--- src/rtl/rsa_pkg.sv ---
// Shared definitions for the RSA datapath engines (multiplier and divider).
// Both engines use the same handshake: a reset_n-low edge loads operands, and done rises when the result is ready.
package rsa_pkg;

  localparam int RSA_WIDTH = 128;

  typedef enum logic [1:0] {
    IDLE = 2'd0,
    BUSY = 2'd1,
    DONE = 2'd2
  } rsa_state_e;

  // reset_n level that loads new operands and restarts an engine
  localparam logic RSA_LOAD_LEVEL = 1'b0;

  function automatic int rsa_cnt_width(input int width);
    return $clog2(width) + 1;
  endfunction

endpackage

--- src/rtl/rsa_cond_add.sv ---
// Adds y into x when en is high. The add is WIDTH+1 bits wide so the carry stays in the sum.
module rsa_cond_add #(
  parameter int WIDTH = 128
) (
  input  logic [WIDTH:0]   x,
  input  logic [WIDTH-1:0] y,
  input  logic             en,
  output logic [WIDTH:0]   sum
);

  assign sum = en ? (x + {1'b0, y}) : x;

endmodule

--- src/rtl/sequential_multiplier_128bit.sv ---
// Radix-2 shift-and-add multiplier. It retires one multiplier bit per clock and has a fixed latency of WIDTH cycles.
// A low reset_n edge loads a and b and restarts the operation.
module sequential_multiplier_128bit
  import rsa_pkg::*;
#(
  parameter int WIDTH = RSA_WIDTH
) (
  input  logic               clk,
  input  logic               reset_n,
  input  logic [WIDTH-1:0]   a,
  input  logic [WIDTH-1:0]   b,
  output logic [2*WIDTH-1:0] p,
  output logic               done
);

  localparam int CW = rsa_cnt_width(WIDTH);

  rsa_state_e         state_reg = IDLE;
  rsa_state_e         state_next;
  logic [WIDTH-1:0]   a_reg = '0;
  logic [2*WIDTH:0]   acc_reg = '0;
  logic [2*WIDTH:0]   acc_next;
  logic [CW-1:0]      cnt_reg = '0;
  logic [CW-1:0]      cnt_next;
  logic [2*WIDTH-1:0] p_reg = '0;
  logic [2*WIDTH-1:0] p_next;
  logic               done_reg = 1'b0;
  logic               done_next;

  logic [WIDTH:0]     upper_sum;
  logic [2*WIDTH:0]   acc_shift;

  rsa_cond_add #(
    .WIDTH(WIDTH)
  ) u_cond_add (
    .x  (acc_reg[2*WIDTH:WIDTH]),
    .y  (a_reg),
    .en (acc_reg[0]),
    .sum(upper_sum)
  );

  // The multiplier bit just consumed shifts out of the bottom of the accumulator.
  assign acc_shift = {1'b0, upper_sum, acc_reg[WIDTH-1:1]};

  always_comb begin
    state_next = state_reg;
    acc_next   = acc_reg;
    cnt_next   = cnt_reg;
    p_next     = p_reg;
    done_next  = done_reg;
    case (state_reg)
      BUSY: begin
        acc_next = acc_shift;
        cnt_next = cnt_reg + CW'(1);
        if (cnt_reg == CW'(WIDTH - 1)) begin
          p_next     = acc_shift[2*WIDTH-1:0];
          done_next  = 1'b1;
          state_next = DONE;
        end
      end
      default: ;
    endcase
  end

  always_ff @(posedge clk) begin
    if (reset_n == RSA_LOAD_LEVEL) begin
      a_reg     <= a;
      acc_reg   <= {{(WIDTH + 1){1'b0}}, b};
      cnt_reg   <= '0;
      p_reg     <= '0;
      done_reg  <= 1'b0;
      state_reg <= BUSY;
    end else begin
      acc_reg   <= acc_next;
      cnt_reg   <= cnt_next;
      p_reg     <= p_next;
      done_reg  <= done_next;
      state_reg <= state_next;
    end
  end

  // Gating done with reset_n keeps a stale done from being seen on a load edge.
  assign done = done_reg & reset_n;
  assign p    = p_reg;

endmodule

--- config.mk ---
export PLATFORM = sky130hd
export DESIGN_NAME = sequential_multiplier_128bit
export DESIGN_NICKNAME = d
export VERILOG_FILES = /design/src/rtl/rsa_pkg.sv /design/src/rtl/rsa_cond_add.sv /design/src/rtl/sequential_multiplier_128bit.sv
export SDC_FILE = /design/constraint.sdc
export NUM_CORES = 1
export LEC_CHECK = 0
export ABC_AREA = 1
export BUFFER_PORTS_ARGS = -buffer_cell sky130_fd_sc_hd__buf_2
export CELL_PAD_IN_SITES_DETAIL_PLACEMENT = 1
export CELL_PAD_IN_SITES_GLOBAL_PLACEMENT = 1
export CORE_MARGIN = 5
export CORE_UTILIZATION = 38
export DETAILED_ROUTE_END_ITERATION = 10
export GPL_TIMING_DRIVEN = 0
export PLACE_DENSITY = 0.86
export SYNTH_ARGS = -nofsm -noshare
export SYNTH_HDL_FRONTEND = slang
export SYNTH_SLANG_ARGS = --single-unit
--- constraint.sdc ---
create_clock -name clk -period 5.1 [get_ports clk]
set_input_delay 0.255 -clock clk [delete_from_list [all_inputs] [get_ports clk]]
set_output_delay 0.255 -clock clk [all_outputs]
set_load 0.05 [all_outputs]
==> summary by stage <==
Routing
The first routing iteration left 3,022 violations. After detailed routing, the wire length on met1 is 76,200 µm. The count of TritonRoute iterations in the first routing pass is 5. The highest metal layer used by the detailed router is met4. The routed length on met3 is 13,830 µm. The routed layout has 42,020 vias. After detailed routing, the total wire length is 184,800 µm.

The via count normalized by instance count is 5.116. The sum of met2 wire segment lengths after detailed routing is 86,310 µm. In the routed design, unresolved DRC markers number 0.

The average routed wire per standard cell is 22.50 µm. The remaining antenna violation count after routing is 0.

Logic synthesis
In this run, synthesis produced a sequential element count of 650. Summing the sequential cell areas from Yosys gives 40.02% of the chip area. The post-synthesis net count is 6,310. After synthesis, the most frequently instantiated cells are 2,333 x sky130_fd_sc_hd__nand2_1, 1,002 x sky130_fd_sc_hd__inv_1, 498 x sky130_fd_sc_hd__nor2_1, 394 x sky130_fd_sc_hd__dfxtp_1, 291 x sky130_fd_sc_hd__nand3_1. After synthesis, the netlist uses 43 different library cells. The mean post-synth cell area is 6.572 µm². In the synthesized netlist, the number of instances is 5,922. The share of the synthesized area in the top cell type is 22.50%. In the post-synthesis netlist, the cell with the most instances is sky130_fd_sc_hd__nand2_1. The post-synthesis share of cell area spent on full adders, half adders and majority gates is 4.199%. The mux share of post-synthesis cell area is 0.05144%. The most used flip-flop cell after synthesis is sky130_fd_sc_hd__dfxtp_1. The count of synthesis-stage warnings from yosys is 0. The share of flip-flops with an asynchronous set or reset is 0%. In this run, synthesis inferred 256 flip-flops with an integrated enable. The post-synthesis instance area is 38,920 µm². The complex-gate fraction of the synthesized area is 7.529%. The largest total area in the synthesized netlist belongs to sky130_fd_sc_hd__nand2_1. By area, the combinational part of the netlist is dominated by simple AND/OR/NAND/NOR gates.

The xor-xnor portion of the synthesized cell area is 1.418%. The fraction of the mapped netlist area in simple logic gates is 34.89%. After synthesis, the cell types taking the most area are sky130_fd_sc_hd__nand2_1 23%, sky130_fd_sc_hd__dfxtp_1 20%, sky130_fd_sc_hd__edfxtp_1 20%.

Placed design
The count of buffers added on input and output ports is 513. The instance area after placement is 43,290 µm². OpenSTA, run right after detailed placement, puts the worst setup slack at 1758 ps. At the end of routability-driven placement, the weighted congestion stood at 1.003. After legalization and detailed placement, the total HPWL measured 140,200 µm.

Setup path
The library cell contributing the largest single delay on the critical path is sky130_fd_sc_hd__nor3_1. Walking the worst path, the cells encountered are ha_1, nand2_1, nor2_1, nand2_1, nor2_1, nand2_1, nor3_1, nand2_1, nand2_1, nand2_1, nand3_1, nand3_1, nand2_1, inv_1. The category of the critical setup timing path is reg2reg. For the worst setup path, the data arrival time is 4030 ps.

The highest cell delay on the worst timing path is 520 ps. The cell that appears most often on the critical path is sky130_fd_sc_hd__nand2_1. In this run the critical register-to-register path is captured at p[243].

The setup check on the worst reg-to-reg path leaves a slack of 1620 ps. The combined buffer and inverter count along the critical path is 1. The required time of the critical path is 5640 ps. The critical-path maximum fanout is 6. The kind of end point of the critical path is a flip-flop. The kind of cell with the highest combined delay on the critical path is simple AND/OR/NAND/NOR gates. The path depth of the worst reg2reg path is 14.

The startpoint of the worst register-to-register path is a_reg[112]. STA classifies the critical path startpoint as a flip-flop.

Floorplan
For this design the top-level I/O count stands at 515. The total number of placement rows is 117. In this run the horizontal extent of the chip is 330.0 µm. The area enclosed by the die boundary is 108,900 µm².

The total area inside the core boundary comes to 101,700 µm². The initial cell density of the core is 38.25%. The die is 330.0 µm tall.

Run
The number of maximum-capacitance violations is 0.

Global routing
The leftover overflow at the end of global routing is 0. Entering global routing, the biggest net connects 81 pins. The wire length of the first global-routing pass is 271,700 µm.

The initial antenna violation count came to 11. The number of global-route vias before repair is 44,262. For this run, the total global-route usage over all layers was measured as 33.01%.

Worst hold path
The number of cells on the worst hold path is 2. In this run the most critical hold path is launched from a[28]. For hold timing, the worst endpoint is a_reg[28]. The tightest min-delay check is of the in2reg type.

Clock tree
The clock tree from TritonCTS is done. The clock network latency to the later pin of the worst-skew pair is 670 ps. Clock-pin slew was measured on the worst setup and hold paths at 60 ps. The number of levels the H-tree was split into is 3. The number of sinks handled by clock tree synthesis is 650. The longest clock path from root to sink contains 3 buffers.

After clock tree synthesis, the repair step resized 0 gates. Clock tree synthesis inserted a total of 77 buffers. The buffer cell driving the clock tree root is sky130_fd_sc_hd__clkbuf_16.

Final layout
Relative to the synthesized area, the layout overhead comes to 24.42%. After filler insertion, the fill cell instance count of the layout stands at 13,436. The area of the multi-input gates is 18,720 µm². Summing all non-filler instances in the final layout gives an area of 48,420 µm². The layout net count is 7,161. In the final layout, the share of cells above drive strength 1 is 13.05%. The sequential cells in the finished layout cover a total of 15,570 µm².

Timing
The hold violation count in the final report is 0. Setup violations remaining at the end of the flow were counted as 0. Clock skew on the completed layout was measured at 40.53 ps. At the pin with the least slew margin, the transition time is 1331 ps. In the final timing run, aggregate negative setup slack is 0 ps.

Setup repair after global routing left no endpoint under its margin. The worst slew margin relative to its limit is 11.26%. The number of max-slew violations in the final report is 0.

Timing would allow up to 287.1 MHz. Subtracting the final worst setup slack from the clock period gives 3484 ps. The worst slack on hold paths is 297.2 ps.

The final critical path takes up 68.31% of the cycle. The least setup slack across all paths after layout is 1616 ps.

Run status
The run finished with clean final reports.

Power
The worst voltage drop across the vdd grid is 0.2872 mV. The power density relative to cell area is 336.2 nW/µm². For this design the static power due to leakage is 25.68 nW.
## worst register-to-register path, cell delays in order (launching register included)
cell	delay [ps]
sky130_fd_sc_hd__edfxtp_1	420
sky130_fd_sc_hd__ha_1	480
sky130_fd_sc_hd__nand2_1	150
sky130_fd_sc_hd__nor2_1	370
sky130_fd_sc_hd__nand2_1	200
sky130_fd_sc_hd__nor2_1	240
sky130_fd_sc_hd__nand2_1	130
sky130_fd_sc_hd__nor3_1	520
sky130_fd_sc_hd__nand2_1	310
sky130_fd_sc_hd__nand2_1	170
sky130_fd_sc_hd__nand2_1	70
sky130_fd_sc_hd__nand3_1	70
sky130_fd_sc_hd__nand3_1	130
sky130_fd_sc_hd__nand2_1	90
sky130_fd_sc_hd__inv_1	40
## timing repair
| item | in CTS | in global routing |
|---|---|---|
| buffers inserted | 0 | 0 |
| hold buffers | 256 | 0 |
| hold endpoints to repair | 256 | 0 |
## metal layers
layer	GRT usage [%]	vias to the layer above
li1	-	19788
met1	41.38	20265
met2	56.25	1579
met3	6.349	388
met5	0	-
met4	12.98	0
## where the power goes
group          internal (mW)  switching (mW)  total (mW)
sequential              5.76           0.269        6.03
combinational           1.38            3.17        4.56
clock                   3.25            2.44        5.69
total                   10.4            5.89        16.3
## per-stage QoR
| step | std cells | power, mW | util [%] |
|---|---|---|---|
| after global routing | 8210 | 17.01 | 47.58 |
| final | 8214 | 16.28 | 47.59 |
| after floorplan | 5922 | 8.761 | - |
| after global placement | 7803 | 10.23 | 42.46 |
| after CTS | 8204 | 16.15 | 47.57 |
| after detailed placement | 7806 | 10.34 | 42.55 |
## cells by family after synthesis
kind of cell	after synthesis
compound gates	526
buf+inv	1216
xor+xnor	63
mux	2
fa+ha+maj	130
flops	650
simple gates	3335
## final cells by class
class / count / share of cell area (%)
multi-input cells: 4056 / 38.65
flip-flops and latches: 650 / 32.16
repair buffers: 772 / 10.76
inverters: 1044 / 8.093
clock buffers: 108 / 4.452
well taps: 1368 / 3.535
plain buffers: 172 / 1.486
clock inverters: 34 / 0.8010
diodes: 10 / 0.05168
## worst max-delay path by stage
| stage | endpoint | slack, ps | from | cells after the start |
|---|---|---|---|---|
| floorplan | a_reg[0] | 80 | reset_n | 4 |
| global placement | a_reg[42] | -2770 | reset_n | 4 |
| detailed placement | p[203] | 1760 | a_reg[0] | 18 |
| CTS | p[243] | 1750 | a_reg[51] | 16 |
| global route | p[243] | 1540 | a_reg[51] | 16 |
| finish | p[243] | 1620 | a_reg[112] | 14 |
## layout by cell type (no fill, tap or decap), types with 19 or more instances in the layout
cell type,synthesis,routed
sky130_fd_sc_hd__nand2_1,2333,2333
sky130_fd_sc_hd__inv_1,1002,1002
sky130_fd_sc_hd__buf_2,38,551
sky130_fd_sc_hd__nor2_1,498,498
sky130_fd_sc_hd__dfxtp_1,394,394
sky130_fd_sc_hd__nand3_1,291,291
sky130_fd_sc_hd__edfxtp_1,256,256
sky130_fd_sc_hd__dlygate4sd3_1,0,256
sky130_fd_sc_hd__o21ai_0,218,218
sky130_fd_sc_hd__clkbuf_1,118,139
sky130_fd_sc_hd__ha_1,129,129
sky130_fd_sc_hd__a21oi_1,93,93
sky130_fd_sc_hd__o21ai_1,88,88
sky130_fd_sc_hd__clkbuf_16,0,79
sky130_fd_sc_hd__nor2_2,74,74
sky130_fd_sc_hd__o21a_1,66,66
sky130_fd_sc_hd__nand2_2,46,46
sky130_fd_sc_hd__inv_2,40,40
sky130_fd_sc_hd__xnor2_1,37,37
sky130_fd_sc_hd__o211ai_1,30,30
sky130_fd_sc_hd__xor2_1,26,26
sky130_fd_sc_hd__nor3_1,19,19
Power figures use the tool's default switching activity.
